===== src/rtl/rv32im_decode_stage.sv =====
// rv32im_decode_stage: RV32IM decoder with one registered output entry,
// valid/ready handshake, flush, and M-unit busy tracking for hazards.
// Ports: clk/rst (sync, active-high); in_valid/in_ready/instr upstream;
// flush drops the output entry; out_valid/out_ready plus the decoded
// bundle downstream; md_busy reports an M op still in flight.
module rv32im_decode_stage #(
  parameter int M_EXT      = 1,
  parameter int DIV_CYCLES = 32,
  parameter int MUL_CYCLES = 2
) (
  input  logic        clk,
  input  logic        rst,
  input  logic        in_valid,
  output logic        in_ready,
  input  logic [31:0] instr,
  input  logic        flush,
  output logic        out_valid,
  input  logic        out_ready,
  output logic [4:0]  rs1_addr,
  output logic [4:0]  rs2_addr,
  output logic [4:0]  rd_addr,
  output logic        rs1_valid,
  output logic        rs2_valid,
  output logic        rd_valid,
  output logic [3:0]  alu_op,
  output logic [2:0]  imm_fmt,
  output logic [2:0]  br_type,
  output logic        mem_read,
  output logic        mem_write,
  output logic [2:0]  mem_size,
  output logic        gprs_we,
  output logic        mem_to_reg,
  output logic        sel_rs1_pc,
  output logic        sel_rs2_imm,
  output logic        jal,
  output logic        jalr,
  output logic        lui,
  output logic        auipc,
  output logic        branch,
  output logic        mul_en,
  output logic        div_en,
  output logic        result_sel,
  output logic [1:0]  sn,
  output logic [1:0]  m_sel,
  output logic        ecall,
  output logic        ebreak,
  output logic        illegal,
  output logic        md_busy
);

  localparam logic [6:0] OPC_OP     = 7'b0110011;
  localparam logic [6:0] OPC_OPIMM  = 7'b0010011;
  localparam logic [6:0] OPC_LOAD   = 7'b0000011;
  localparam logic [6:0] OPC_STORE  = 7'b0100011;
  localparam logic [6:0] OPC_BRANCH = 7'b1100011;
  localparam logic [6:0] OPC_JAL    = 7'b1101111;
  localparam logic [6:0] OPC_JALR   = 7'b1100111;
  localparam logic [6:0] OPC_LUI    = 7'b0110111;
  localparam logic [6:0] OPC_AUIPC  = 7'b0010111;
  localparam logic [6:0] OPC_FENCE  = 7'b0001111;
  localparam logic [6:0] OPC_SYSTEM = 7'b1110011;

  localparam logic [2:0] FMT_I = 3'b000;
  localparam logic [2:0] FMT_S = 3'b001;
  localparam logic [2:0] FMT_B = 3'b010;
  localparam logic [2:0] FMT_J = 3'b011;
  localparam logic [2:0] FMT_U = 3'b100;
  localparam logic [2:0] FMT_R = 3'b101;

  localparam logic [5:0] DIV_C = 6'(DIV_CYCLES);
  localparam logic [5:0] MUL_C = 6'(MUL_CYCLES);

  typedef struct packed {
    logic [4:0] rs1_addr;
    logic [4:0] rs2_addr;
    logic [4:0] rd_addr;
    logic       rs1_valid;
    logic       rs2_valid;
    logic       rd_valid;
    logic [3:0] alu_op;
    logic [2:0] imm_fmt;
    logic [2:0] br_type;
    logic       mem_read;
    logic       mem_write;
    logic [2:0] mem_size;
    logic       gprs_we;
    logic       mem_to_reg;
    logic       sel_rs1_pc;
    logic       sel_rs2_imm;
    logic       jal;
    logic       jalr;
    logic       lui;
    logic       auipc;
    logic       branch;
    logic       mul_en;
    logic       div_en;
    logic       result_sel;
    logic [1:0] sn;
    logic [1:0] m_sel;
    logic       ecall;
    logic       ebreak;
    logic       illegal;
  } bundle_t;

  bundle_t    dec;
  bundle_t    bundle_q, bundle_d;
  logic       out_valid_q, out_valid_d;
  logic [5:0] cnt_q, cnt_d;
  logic [4:0] pend_rd_q, pend_rd_d;

  logic [6:0] opc;
  logic [2:0] f3;
  logic [6:0] f7;
  logic       rdw;
  logic       is_op, is_opimm, is_load, is_store, is_branch;
  logic       is_jal, is_jalr, is_lui, is_auipc, is_fence, is_sys;

  logic       in_acc, out_fire;
  logic       haz_out, haz, rd_hit, stall;
  logic [4:0] haz_rd;

  assign opc = instr[6:0];
  assign f3  = instr[14:12];
  assign f7  = instr[31:25];

  assign is_op     = opc == OPC_OP;
  assign is_opimm  = opc == OPC_OPIMM;
  assign is_load   = opc == OPC_LOAD;
  assign is_store  = opc == OPC_STORE;
  assign is_branch = opc == OPC_BRANCH;
  assign is_jal    = opc == OPC_JAL;
  assign is_jalr   = opc == OPC_JALR;
  assign is_lui    = opc == OPC_LUI;
  assign is_auipc  = opc == OPC_AUIPC;
  assign is_fence  = opc == OPC_FENCE;
  assign is_sys    = opc == OPC_SYSTEM;

  always_comb begin
    dec = '0;
    rdw = 1'b0;
    dec.rs1_addr = instr[19:15];
    dec.rs2_addr = instr[24:20];
    dec.rd_addr  = instr[11:7];
    unique case (1'b1)
      is_op: begin
        dec.rs1_valid = 1'b1;
        dec.rs2_valid = 1'b1;
        rdw = 1'b1;
        dec.imm_fmt = FMT_R;
        dec.alu_op = {f7[5] & (f3 == 3'b000 || f3 == 3'b101), f3};
        if (f7 == 7'b0000001 && M_EXT != 0) begin
          dec.mul_en = ~f3[2];
          dec.div_en = f3[2];
          dec.result_sel = 1'b1;
          dec.m_sel = f3[1:0];
          case (f3)
            3'b010:                dec.sn = 2'b10;
            3'b011, 3'b101, 3'b111: dec.sn = 2'b00;
            default:               dec.sn = 2'b11;
          endcase
        end else if (!(f7 == 7'b0000000 ||
                       (f7 == 7'b0100000 &&
                        (f3 == 3'b000 || f3 == 3'b101)))) begin
          dec.illegal = 1'b1;
        end
      end
      is_opimm: begin
        dec.rs1_valid = 1'b1;
        rdw = 1'b1;
        dec.imm_fmt = FMT_I;
        dec.sel_rs2_imm = 1'b1;
        dec.alu_op = {(f3 == 3'b101) & instr[30], f3};
        if (f3 == 3'b001 && f7 != 7'b0000000)
          dec.illegal = 1'b1;
        if (f3 == 3'b101 && f7 != 7'b0000000 && f7 != 7'b0100000)
          dec.illegal = 1'b1;
      end
      is_load: begin
        dec.rs1_valid = 1'b1;
        rdw = 1'b1;
        dec.imm_fmt = FMT_I;
        dec.sel_rs2_imm = 1'b1;
        dec.mem_read = 1'b1;
        dec.mem_to_reg = 1'b1;
        dec.mem_size = f3;
      end
      is_store: begin
        dec.rs1_valid = 1'b1;
        dec.rs2_valid = 1'b1;
        dec.imm_fmt = FMT_S;
        dec.sel_rs2_imm = 1'b1;
        dec.mem_write = 1'b1;
        dec.mem_size = f3;
      end
      is_branch: begin
        dec.rs1_valid = 1'b1;
        dec.rs2_valid = 1'b1;
        dec.imm_fmt = FMT_B;
        dec.branch = 1'b1;
        dec.br_type = f3;
        dec.alu_op = 4'b1000;
      end
      is_jal: begin
        rdw = 1'b1;
        dec.imm_fmt = FMT_J;
        dec.jal = 1'b1;
        dec.sel_rs1_pc = 1'b1;
        dec.sel_rs2_imm = 1'b1;
      end
      is_jalr: begin
        dec.rs1_valid = 1'b1;
        rdw = 1'b1;
        dec.imm_fmt = FMT_I;
        dec.jalr = 1'b1;
        dec.sel_rs2_imm = 1'b1;
      end
      is_lui: begin
        rdw = 1'b1;
        dec.imm_fmt = FMT_U;
        dec.lui = 1'b1;
        dec.sel_rs2_imm = 1'b1;
      end
      is_auipc: begin
        rdw = 1'b1;
        dec.imm_fmt = FMT_U;
        dec.auipc = 1'b1;
        dec.sel_rs1_pc = 1'b1;
        dec.sel_rs2_imm = 1'b1;
      end
      is_fence: begin
        dec.imm_fmt = FMT_I;
      end
      is_sys: begin
        dec.imm_fmt = FMT_I;
        if (instr == 32'h0000_0073)
          dec.ecall = 1'b1;
        else if (instr == 32'h0010_0073)
          dec.ebreak = 1'b1;
        else
          dec.illegal = 1'b1;
      end
      default: dec.illegal = 1'b1;
    endcase
    // x0 is never a real destination, so it never writes or hazards
    dec.rd_valid = rdw && (dec.rd_addr != 5'd0) && !dec.illegal;
    dec.gprs_we  = dec.rd_valid;
    if (dec.illegal) begin
      dec.mem_read   = 1'b0;
      dec.mem_write  = 1'b0;
      dec.mem_to_reg = 1'b0;
      dec.mul_en     = 1'b0;
      dec.div_en     = 1'b0;
      dec.result_sel = 1'b0;
      dec.sn         = 2'b00;
      dec.m_sel      = 2'b00;
      dec.jal        = 1'b0;
      dec.jalr       = 1'b0;
      dec.branch     = 1'b0;
    end
  end

  // An M op still in the output register has not started its window,
  // so its rd is the hazard; otherwise the in-flight op's rd is.
  always_comb begin
    haz_out = out_valid_q && (bundle_q.mul_en || bundle_q.div_en);
    haz     = haz_out || (cnt_q != 6'd0);
    haz_rd  = haz_out ? bundle_q.rd_addr : pend_rd_q;
    rd_hit  = (haz_rd != 5'd0) &&
              ((dec.rs1_valid && dec.rs1_addr == haz_rd) ||
               (dec.rs2_valid && dec.rs2_addr == haz_rd) ||
               (dec.rd_valid  && dec.rd_addr  == haz_rd));
    stall   = haz && (dec.mul_en || dec.div_en || rd_hit);
  end

  assign in_ready = !rst && !flush && !stall && (!out_valid_q || out_ready);
  assign in_acc   = in_valid && in_ready;
  assign out_fire = out_valid_q && out_ready;

  always_comb begin
    bundle_d    = bundle_q;
    out_valid_d = out_valid_q;
    cnt_d       = cnt_q;
    pend_rd_d   = pend_rd_q;
    if (in_acc)
      bundle_d = dec;
    if (flush)
      out_valid_d = 1'b0;
    else if (in_acc)
      out_valid_d = 1'b1;
    else if (out_fire)
      out_valid_d = 1'b0;
    if (cnt_q != 6'd0)
      cnt_d = cnt_q - 6'd1;
    if (out_fire && bundle_q.div_en) begin
      cnt_d     = DIV_C;
      pend_rd_d = bundle_q.rd_addr;
    end else if (out_fire && bundle_q.mul_en && MUL_C != 6'd0) begin
      cnt_d     = MUL_C;
      pend_rd_d = bundle_q.rd_addr;
    end
  end

  always_ff @(posedge clk) begin
    if (rst) begin
      bundle_q    <= '0;
      out_valid_q <= 1'b0;
      cnt_q       <= 6'd0;
      pend_rd_q   <= 5'd0;
    end else begin
      bundle_q    <= bundle_d;
      out_valid_q <= out_valid_d;
      cnt_q       <= cnt_d;
      pend_rd_q   <= pend_rd_d;
    end
  end

  assign out_valid   = out_valid_q;
  assign md_busy     = cnt_q != 6'd0;
  assign rs1_addr    = bundle_q.rs1_addr;
  assign rs2_addr    = bundle_q.rs2_addr;
  assign rd_addr     = bundle_q.rd_addr;
  assign rs1_valid   = bundle_q.rs1_valid;
  assign rs2_valid   = bundle_q.rs2_valid;
  assign rd_valid    = bundle_q.rd_valid;
  assign alu_op      = bundle_q.alu_op;
  assign imm_fmt     = bundle_q.imm_fmt;
  assign br_type     = bundle_q.br_type;
  assign mem_read    = bundle_q.mem_read;
  assign mem_write   = bundle_q.mem_write;
  assign mem_size    = bundle_q.mem_size;
  assign gprs_we     = bundle_q.gprs_we;
  assign mem_to_reg  = bundle_q.mem_to_reg;
  assign sel_rs1_pc  = bundle_q.sel_rs1_pc;
  assign sel_rs2_imm = bundle_q.sel_rs2_imm;
  assign jal         = bundle_q.jal;
  assign jalr        = bundle_q.jalr;
  assign lui         = bundle_q.lui;
  assign auipc       = bundle_q.auipc;
  assign branch      = bundle_q.branch;
  assign mul_en      = bundle_q.mul_en;
  assign div_en      = bundle_q.div_en;
  assign result_sel  = bundle_q.result_sel;
  assign sn          = bundle_q.sn;
  assign m_sel       = bundle_q.m_sel;
  assign ecall       = bundle_q.ecall;
  assign ebreak      = bundle_q.ebreak;
  assign illegal     = bundle_q.illegal;

endmodule


===== config.mk =====
export PLATFORM = sky130hd
export DESIGN_NAME = rv32im_decode_stage
export DESIGN_NICKNAME = d
export VERILOG_FILES = /design/src/rtl/rv32im_decode_stage.sv
export SDC_FILE = /design/constraint.sdc
export NUM_CORES = 1
export LEC_CHECK = 0
export BUFFER_PORTS_ARGS = -buffer_cell sky130_fd_sc_hd__buf_2
export CAP_MARGIN = 10
export CELL_PAD_IN_SITES_DETAIL_PLACEMENT = 1
export CELL_PAD_IN_SITES_GLOBAL_PLACEMENT = 2
export CORE_MARGIN = 1.5
export CORE_UTILIZATION = 30
export CTS_CLUSTER_DIAMETER = 100
export DETAILED_ROUTE_END_ITERATION = 16
export GPL_TIMING_DRIVEN = 1
export PLACE_DENSITY = 0.89
export SYNTH_ARGS = -nofsm -noshare
export SYNTH_HDL_FRONTEND = slang
export SYNTH_SLANG_ARGS = --single-unit
export TNS_END_PERCENT = 20

===== constraint.sdc =====
create_clock -name clk -period 3.82 [get_ports clk]
set_clock_uncertainty 0.05 [all_clocks]
set_input_delay 0.191 -clock clk [delete_from_list [all_inputs] [get_ports clk]]
set_output_delay 0.191 -clock clk [all_outputs]
set_load 0.03 [all_outputs]

# After elaboration in Yosys (flattened, before gate mapping)
# Cells that the tools add are included.
[classes] add_sub_neg=1 mul=0 n_div=0 order_cmp=0 eq_ne=24 shifts=0 muxes=41 n_bitwise=3 reduce_logical=55
[ops] cell="$eq 32x21->1 const B" n=1
[ops] cell="$eq 32x7->1 const B" n=1
[ops] cell="$eq 7x6->1 const B" n=4
[ops] cell="$eq 7x7->1 const B" n=4
[ops] cell="$mux 1" n=22
[ops] cell="$logic_and 1x1->1" n=19
[ops] cell="$mux 6" n=3
[ops] cell="$eq 5x5->1" n=3
[ops] cell="$mux 5" n=3
[ops] cell="$pmux 3 s5" n=1
[ops] cell="$eq 7x5->1 const B" n=2
[ops] cell="$mux 7" n=2
[ops] cell="$reduce_or 7->1" n=2
[ops] cell="$pmux 4 s3" n=1
[ops] cell="$reduce_bool 5->1" n=2
[ops] cell="$reduce_or 2->1" n=5
[ops] cell="$logic_or 1x1->1" n=9
[ops] cell="$reduce_or 3->1" n=3
[ops] cell="$mux 2" n=4
[ops] cell="$mux 8" n=1
[ops] cell="$reduce_or 8->1" n=1
[ops] cell="$eq 7x1->1 const B" n=1
[ops] cell="$eq 7x2->1 const B" n=1
[ops] cell="$eq 7x4->1 const B" n=1
[ops] cell="other kinds (18)" n=28
[totals] register_bits=63 latchBits=0 ram_bits=0 rom_bits=0 inputBits=37 output_inout_bits=55 word_cells=157 memories=0

# Depth between registers and ports, before layout
# Gate-level depths: netlist (run 1).
[depth] word_depth=19 depth_mapped=12 depth_no_buf=9

# Worst setup path before layout (run 1)
# Ideal clock, no wire load.
[synth_path] path_kind="reg2out" start="register cnt_q[0]" end="output in_ready" t_arrival_ns=2.713 required_time_ns=3.579 slack_ns=0.866 stages_incl_launch_ff=12 n_path_buf=3 path_cell_list="dfxtp_1 -> inv_1 -> ha_1 -> or3b_1 -> or3_1 -> buf_6 -> a31oi_4 -> nor4_1 -> or3_4 -> buf_6 -> buf_4 -> nor2_1"
[synth_between] elab_chain_len=6
[synth_lines] element="start, declared" line="108" text="logic [5:0] cnt_q, cnt_d;"
[synth_lines] element="start signal, assigned" line="312" text="cnt_q <= cnt_d;"
[synth_lines] element="$reduce_bool 6->1"
[synth_lines] element="named net md_busy" line="48" text="output logic md_busy"
[synth_lines] element="$logic_or 1x1->1" line="266" text="haz = haz_out || (cnt_q != 6'd0);"
[synth_lines] element="$logic_and 1x1->1" line="272" text="stall = haz && (dec.mul_en || dec.div_en || rd_hit);"
[synth_lines] element="$logic_not 1->1" line="275" text="assign in_ready = !rst && !flush && !stall && (!out_valid_q || out_ready);"
[synth_lines] element="$logic_and 1x1->1 (2 in series)" line="275"
[synth_lines] element="end, declared" line="14" text="output logic in_ready,"
# The timed path passes the listed nets, and every way through them passes these cells.

# Worst setup path in the final report (run 1)
[layout_path] start="register bundle_q (netlist bit mul_en)" end="output in_ready"
[layout_between] elab_chain_len=13 word_cells_on_any_way=19 classes_between="eq/ne: 3; mux: 1; reduce/logical: 15"
[layout_lines] element="start, declared" line="106" text="bundle_t bundle_q, bundle_d;"
[layout_lines] element="start signal, assigned" line="310" text="bundle_q <= bundle_d;"
[layout_lines] element="$logic_or 1x1->1 *" line="265" text="haz_out = out_valid_q && (bundle_q.mul_en || bundle_q.div_en);"
[layout_lines] element="$logic_and 1x1->1 *" line="265"
[layout_lines] element="$mux 5" line="267" text="haz_rd = haz_out ? bundle_q.rd_addr : pend_rd_q;"
[layout_lines] element="$eq 5x5->1, on equally long branches" line="269, 270"
[layout_lines] element="$logic_and 1x1->1, on equally long branches" line="269, 270"
[layout_lines] element="$logic_or 1x1->1" line="269" text="((dec.rs1_valid && dec.rs1_addr == haz_rd) ||"
[layout_lines] element="$logic_or 1x1->1" line="270" text="(dec.rs2_valid && dec.rs2_addr == haz_rd) ||"
[layout_lines] element="$logic_and 1x1->1" line="268" text="rd_hit = (haz_rd != 5'd0) &&"
[layout_lines] element="$logic_or 1x1->1" line="272"
[layout_lines] element="$logic_and 1x1->1 *" line="272"
[layout_lines] element="$logic_not 1->1 *" line="275"
[layout_lines] element="$logic_and 1x1->1 * (2 in series)" line="275"
# Every way passes the cells marked *; elsewhere a longest branch is shown, timed or not.

==> impl_metrics.csv, run 1 <==
group,metric,value,unit
timing,worst_slew_pin_slew,1.014,ns
logic_synthesis,ys.flop_type,"dfxtp_1",
logic_synthesis,synth_seq_cells,62,
placed_design,gp_congestion,0.8634,
worst_setup_path,cp_cell_sequence,"o21ai_0, buf_4, mux2_2, a221o_1, nor4_1, or3_4, nor2_1, buf_2",
clocking,clk_pin_slew_worst_paths,0.06,ns
worst_setup_path,reg2reg_to,"sel_rs2_imm",
logic_synthesis,yosys_warnings,0,
floorplan,start_util,30.51,%
timing,slew_headroom,32.37,%
status,status,"finished clean",
clocking,cts_made_buffers,9,
global_routing,antenna_found_initial,0,
detailed_routing,num_vias,3753,
timing,slew_viol_final,0,
clocking,cts_tree,"yes",
layout,final.fill_count,1417,
logic_synthesis,async_flop_share,0,%
floorplan,die_h,110.5,um
clocking,cts_setup_buffers,0,
worst_setup_path,rr_worst_depth,9,
global_routing,grt_max_degree,55,
layout,multiInputGateArea,1997,um2
worst_setup_path,worst-r2r-setup-slack,0.46,ns
clocking,cts.sinks,62,
hold_path,whs_path_depth,2,
global_routing,grt_pass1_wl,20130,um
worst_setup_path,worstSetupEndpointType,"output port",
hold_path,worstHoldPathType,"primary input to flip-flop",
floorplan,core,11370,um2
timing,timing.fmax,286.7,MHz
logic_synthesis,syn_area_per_cell,7.919,um2
power,power_density,464.1,nW/um2
layout,layout-area-overhead-vs-synth,23.70,%
clocking,htree_levels,3,
global_routing,grt_usage,20.46,%
detailed_routing,drt_iter0_markers,215,
detailed_routing,routed_wl,12610,um
floorplan,fp.dieW,110.5,um
timing,setup_viol,0,
worst_setup_path,r2r_start,"cnt_q[0]",
clocking,cts-root-buf,"clkbuf_16",
logic_synthesis,yosys.area.top_type,"dfxtp_1",
floorplan,dieArea,12210,um2
hold_path,hold_start,"flush",
run,drv_cap,0,
layout,seqCellArea,1241,um2
timing,rsz0062_at_grt,"no",
clocking,ctsHoldBuffers,0,
worst_setup_path,crit_type,"flip-flop to output port",
timing,hold_violations,0,
logic_synthesis,synth.distinct_cells,64,
logic_synthesis,synth_nets,476,
floorplan,fp-row-count,39,
worst_setup_path,cp.arrival,3.25,ns
logic_synthesis,synth_area,3468,um2
clocking,cts_resized,0,
layout,diodes,0,
placed_design,placed_cells,641,
detailed_routing,antenna_left,0,
timing,finalCriticalPeriod,3.488,ns
layout,layout.nets,547,
power,leakage,1.711,nW
logic_synthesis,yosysMostFrequentCell,"dfxtp_1",
timing,fin_crit_sh,91.31,%
layout,drive_gt1_share,24.51,%
worst_setup_path,crit_slowest_cell,"nor4_1",
worst_setup_path,crit_path_start_kind,"flip-flop",
worst_setup_path,cp.required,3.58,ns
worst_setup_path,crit_path_max_incr_delay,0.59,ns
global_routing,grt_pass1_vias,3761,
logic_synthesis,synth_area_leaders,"dfxtp_1 (36%), a21oi_1 (6.6%), o21ai_0 (5.9%), nand3_1 (4.0%), nor2b_1 (3.6%)",
global_routing,grt.overflow.total,0,
logic_synthesis,seq_area_frac_synth,35.79,%
logic_synthesis,yosysTopAreaCellShare,35.79,%
placed_design,hpwl,8978,um
worst_setup_path,crit_fanout,48,
clocking,insertion_delay,0.33,ns
logic_synthesis,synth_commonest_cells,"dfxtp_1 (62), a21oi_1 (46), o21ai_0 (41)",
detailed_routing,wl_per_cell,19.20,um
floorplan,io_pins,92,
logic_synthesis,synth-edff-count,0,
logic_synthesis,syn_inst,438,
layout,stdcell_count,657,
clocking,clockBufferDepth,2,
detailed_routing,viasPerCell,5.712,
hold_path,hold-path-endpoint,"out_valid",
detailed_routing,first_pass_iters,4,
power,vdd_ir_drop_max,0.0001783,V
timing,finalSetupTns,0,ns
placed_design,io_buffers,91,
detailed_routing,drc,0,
worst max-delay path by stage:
stage	startpoint	end	slack, ns	depth (start not counted)
final	mul_en	in_ready	0.33	8
after global routing	div_en	in_ready	0.16	8
after detailed placement	cnt_q[0]	sel_rs2_imm	0.46	9
after floorplan	cnt_q[0]	in_ready	0.87	11
after global placement	cnt_q[0]	sel_rs2_imm	0.56	9
after CTS	mul_en	in_ready	0.34	8
cells by family after synthesis:
logic type	after synthesis	synth area share, %
xor+xnor	8	2.020
buf+inv	52	7.215
mux	4	1.190
compound gates	154	28.72
simple gates	157	24.71
flops	62	35.79
fa+ha+maj	1	0.3607
critical path: cells and delay by family (launching register included):
family                 cells  cell delay [ns]
muxes                      1             0.37
DFF                        1             0.38
buffers and inverters      2             0.43
AOI/OAI and AO/OA          2             0.48
and+or+nand+nor            3             1.24
layer usage:
layer / routed length (um) / global-route usage [%]
met1: 5734 / 27.38
met2: 6039 / 33.58
met3: 661 / 4.171
met4: 178 / 5.299
met5: 0 / 0
power breakdown:
group	leakage [nW]	total (W)	internal, W	switching (W)
registers	0.502	0.000723	0.000685	0.0000375
logic	1.05	0.000372	0.000130	0.000242
clock network	0.157	0.000896	0.000588	0.000309
flip-flops by register name (all words and copies together) (netlist names), 2 cells and up:
register   count
alu_op         4
rs1_addr       5
rs2_addr       5
pend_rd_q      5
cnt_q          6
m_sel          2
br_type        3
rd_addr        5
imm_fmt        3
mem_size       3
sn             2
final cells by class:
type | instances | area share, %
clock inverter | 4 | 1.633
clock buffer | 12 | 5.745
tap | 143 | 4.170
sequential | 62 | 28.93
multi-input combinational | 324 | 46.54
inverter | 15 | 1.312
timing repair buffer | 97 | 11.67
placed cells by master, fill, tap and decap left out, types with 7 or more instances in the layout:
| cell type | instances |
|---|---|
| nor2_1 | 24 |
| nand2_1 | 23 |
| a21oi_1 | 46 |
| inv_1 | 15 |
| o211ai_1 | 10 |
| nand4_1 | 7 |
| nor2b_1 | 20 |
| nor3_1 | 12 |
| nor4_1 | 7 |
| dfxtp_1 | 62 |
| o31ai_1 | 8 |
| clkbuf_16 | 9 |
| nand3_1 | 28 |
| o21ai_0 | 41 |
| buf_2 | 91 |
metrics by stage:
step                      setup slack [ns]  util [%]  hold slack, ns  total power (W)  instance area (um2)
after detailed placement            0.4609     34.95          0.3498         0.001108                 3974
after floorplan                     0.8658         -          0.2178         0.001004                 3468
after CTS                           0.3355     37.74        0.004805         0.002000                 4290
after global routing                0.1572     37.74        0.009813         0.002076                 4290
after global placement              0.5558     34.95          0.3436         0.001089                 3974
final                               0.3320     37.74        0.007405         0.001991                 4290
Note: power is estimated with default switching activity, not from simulation.
==> run 2, diff against run 1 <==
--- a/config.mk
+++ b/config.mk
@@ -9,7 +9,6 @@
 export CAP_MARGIN = 10
 export CELL_PAD_IN_SITES_DETAIL_PLACEMENT = 1
 export CELL_PAD_IN_SITES_GLOBAL_PLACEMENT = 2
-export CORE_MARGIN = 1.5
 export CORE_UTILIZATION = 30
 export CTS_CLUSTER_DIAMETER = 100
 export DETAILED_ROUTE_END_ITERATION = 16
==> run 2 against run 1 <==
- non-clock buffer count rose by 4
- critical path type unchanged
- total power fell by 8.1%
- largest power group unchanged
- critical endpoint unchanged
- clock power fell by 18%
- fmax rose by 1.7%
- setup slack improved by 0.060 ns
==> impl_metrics.csv, run 2 (synthesis results as in run 1) <==
group,metric,value,unit
status,status,"finished clean",
worst_setup_path,crit_type,"flip-flop to output port",
worst_setup_path,cp.arrival,3.19,ns
worst_setup_path,cp.required,3.58,ns
worst_setup_path,worstSetupEndpointType,"output port",
layout,largest_reg_flops,6,
clocking,cts-root-buf,"clkbuf_16",
hold_path,hold-path-endpoint,"rs1_addr[2]",
clocking,cts_setup_buffers,0,
timing,fin_crit_sh,89.74,%
global_routing,grt_max_degree,54,
power,leakage,1.711,nW
floorplan,core,11030,um2
floorplan,io_pins,92,
run,drv_cap,0,
detailed_routing,drt_iter0_markers,154,
clocking,htree_levels,3,
power,switchingPower,0.0005609,W
clocking,insertion_delay,0.33,ns
floorplan,fp.dieW,109.5,um
floorplan,die_h,109.5,um
layout,layout.nets,551,
layout,top_register,"cnt_q",
layout,multiInputGateArea,1997,um2
timing,hold_violations,0,
timing,slew_headroom,45.91,%
detailed_routing,wl_per_cell,18.40,um
timing,slew_viol_final,0,
detailed_routing,drc,0,
timing,setup_ws,0.3919,ns
worst_setup_path,r2r_start,"cnt_q[0]",
timing,timing.fmax,291.7,MHz
hold_path,whs_path_depth,3,
global_routing,grt.overflow.total,0,
placed_design,io_buffers,91,
layout,seqCellArea,1241,um2
layout,final.fill_count,1388,
power,power_density,428.6,nW/um2
placed_design,gp_congestion,0.8627,
power,total_power,0.001830,W
hold_path,worstHoldPathType,"primary input to flip-flop",
layout,diodes,0,
worst_setup_path,rr_worst_depth,9,
clocking,cts.sinks,62,
detailed_routing,num_vias,3687,
timing,finalSetupTns,0,ns
timing,setup_viol,0,
worst_setup_path,crit_path_start_kind,"flip-flop",
layout,final_cell_mix,"buf_2 (91), dfxtp_1 (62), a21oi_1 (46), o21ai_0 (41), nand3_1 (28)",
power,p_int,0.001270,W
clocking,cts_made_buffers,9,
power,swShare,30.64,%
hold_path,hold_start,"instr[17]",
worst_setup_path,crit_fanout,30,
floorplan,start_util,31.44,%
placed_design,hpwl,8918,um
clocking,clk_pin_slew_worst_paths,0.06,ns
layout,layout-area-overhead-vs-synth,23.12,%
placed_design,place_ws,0.4832,ns
global_routing,grt_usage,21.08,%
global_routing,grt_pass1_wl,19250,um
power,p_clk_share,40.2,%
power,pwr-share-comb,20.4,%
timing,worst_slew_pin_slew,0.8039,ns
floorplan,dieArea,11990,um2
layout,drive_gt1_share,25.10,%
clocking,cts_tree,"yes",
power,pwr-share-seq,39.3,%
detailed_routing,antenna_left,0,
layout,final_common_cell,"buf_2",
worst_setup_path,worst-r2r-setup-slack,0.58,ns
layout,utilization,38.71,%
clocking,clockBufferDepth,2,
detailed_routing,routed_wl,12100,um
detailed_routing,first_pass_iters,4,
timing,finalCriticalPeriod,3.428,ns
floorplan,fp-row-count,38,
global_routing,antenna_found_initial,0,
power,vdd_ir_drop_max,0.0002038,V
timing,rsz0062_at_grt,"no",
detailed_routing,viasPerCell,5.603,
global_routing,grt_pass1_vias,3756,
worst_setup_path,reg2reg_to,"sel_rs2_imm",
run 2: how the worst max path moves through the flow:
stage          cells after the start     start  slack [ns]         end
2_1_floorplan                     11  cnt_q[0]        0.87    in_ready
3_3_place_gp                       8  instr[3]        0.52  imm_fmt[1]
3_5_place_dp                       9  instr[3]        0.48  br_type[0]
4_1_cts                            9  cnt_q[0]        0.38    in_ready
5_1_grt                            9  cnt_q[0]        0.18    in_ready
6_report                           8    div_en        0.39    in_ready
run 2: area by class of cell:
type | count | share of cell area (%)
Multi-Input combinational cell | 324 | 46.76
Sequential cell | 62 | 29.07
Timing Repair Buffer | 101 | 12.48
Clock buffer | 11 | 5.684
Tap cell | 140 | 4.102
Inverter | 15 | 1.318
Clock inverter | 5 | 0.5860
run 2: what timing repair did:
| action | 4_1_cts | 5_1_grt |
|---|---|---|
| gates resized for setup | 0 | 0 |
| hold buffers | 1 | 0 |
| endpoints found under the hold margin | 1 | 0 |
run 2: metrics by stage:
step                hold WS (ns)  instances  instance area [um2]
floorplan                 0.2178        438                 3468
global placement          0.3372        641                 3993
detailed placement        0.3429        641                 3993
CTS                       0.1138        658                 4270
global route              0.1424        658                 4270
finish                    0.1245        658                 4270
run 2: metal layers:
layer / global-route usage (%) / up-vias / share of wire (%)
met5: 0 / - / 0
met4: 7.810 / 0 / 2.0
met3: 5.039 / 17 / 5.2
met1: 27.56 / 1794 / 46
met2: 33.56 / 103 / 46
li1: - / 1773 / -
run 2: critical path: stages (launching register included):
cell	delay, ns
dfxtp_1	0.37
o21ai_0	0.21
buf_4	0.24
mux2_2	0.38
a221o_1	0.31
nor4_1	0.61
or3_4	0.46
nor2_1	0.08
buf_2	0.18
run 2: power groups by stage:
stage                     logic [W]  clock network [W]  registers [W]
after CTS                  0.000379           0.000749       0.000720
after global placement     0.000361                  0       0.000731
after global routing       0.000418           0.000783       0.000724
after floorplan            0.000265                  0       0.000740
after detailed placement   0.000369                  0       0.000734
final                      0.000374           0.000736       0.000720
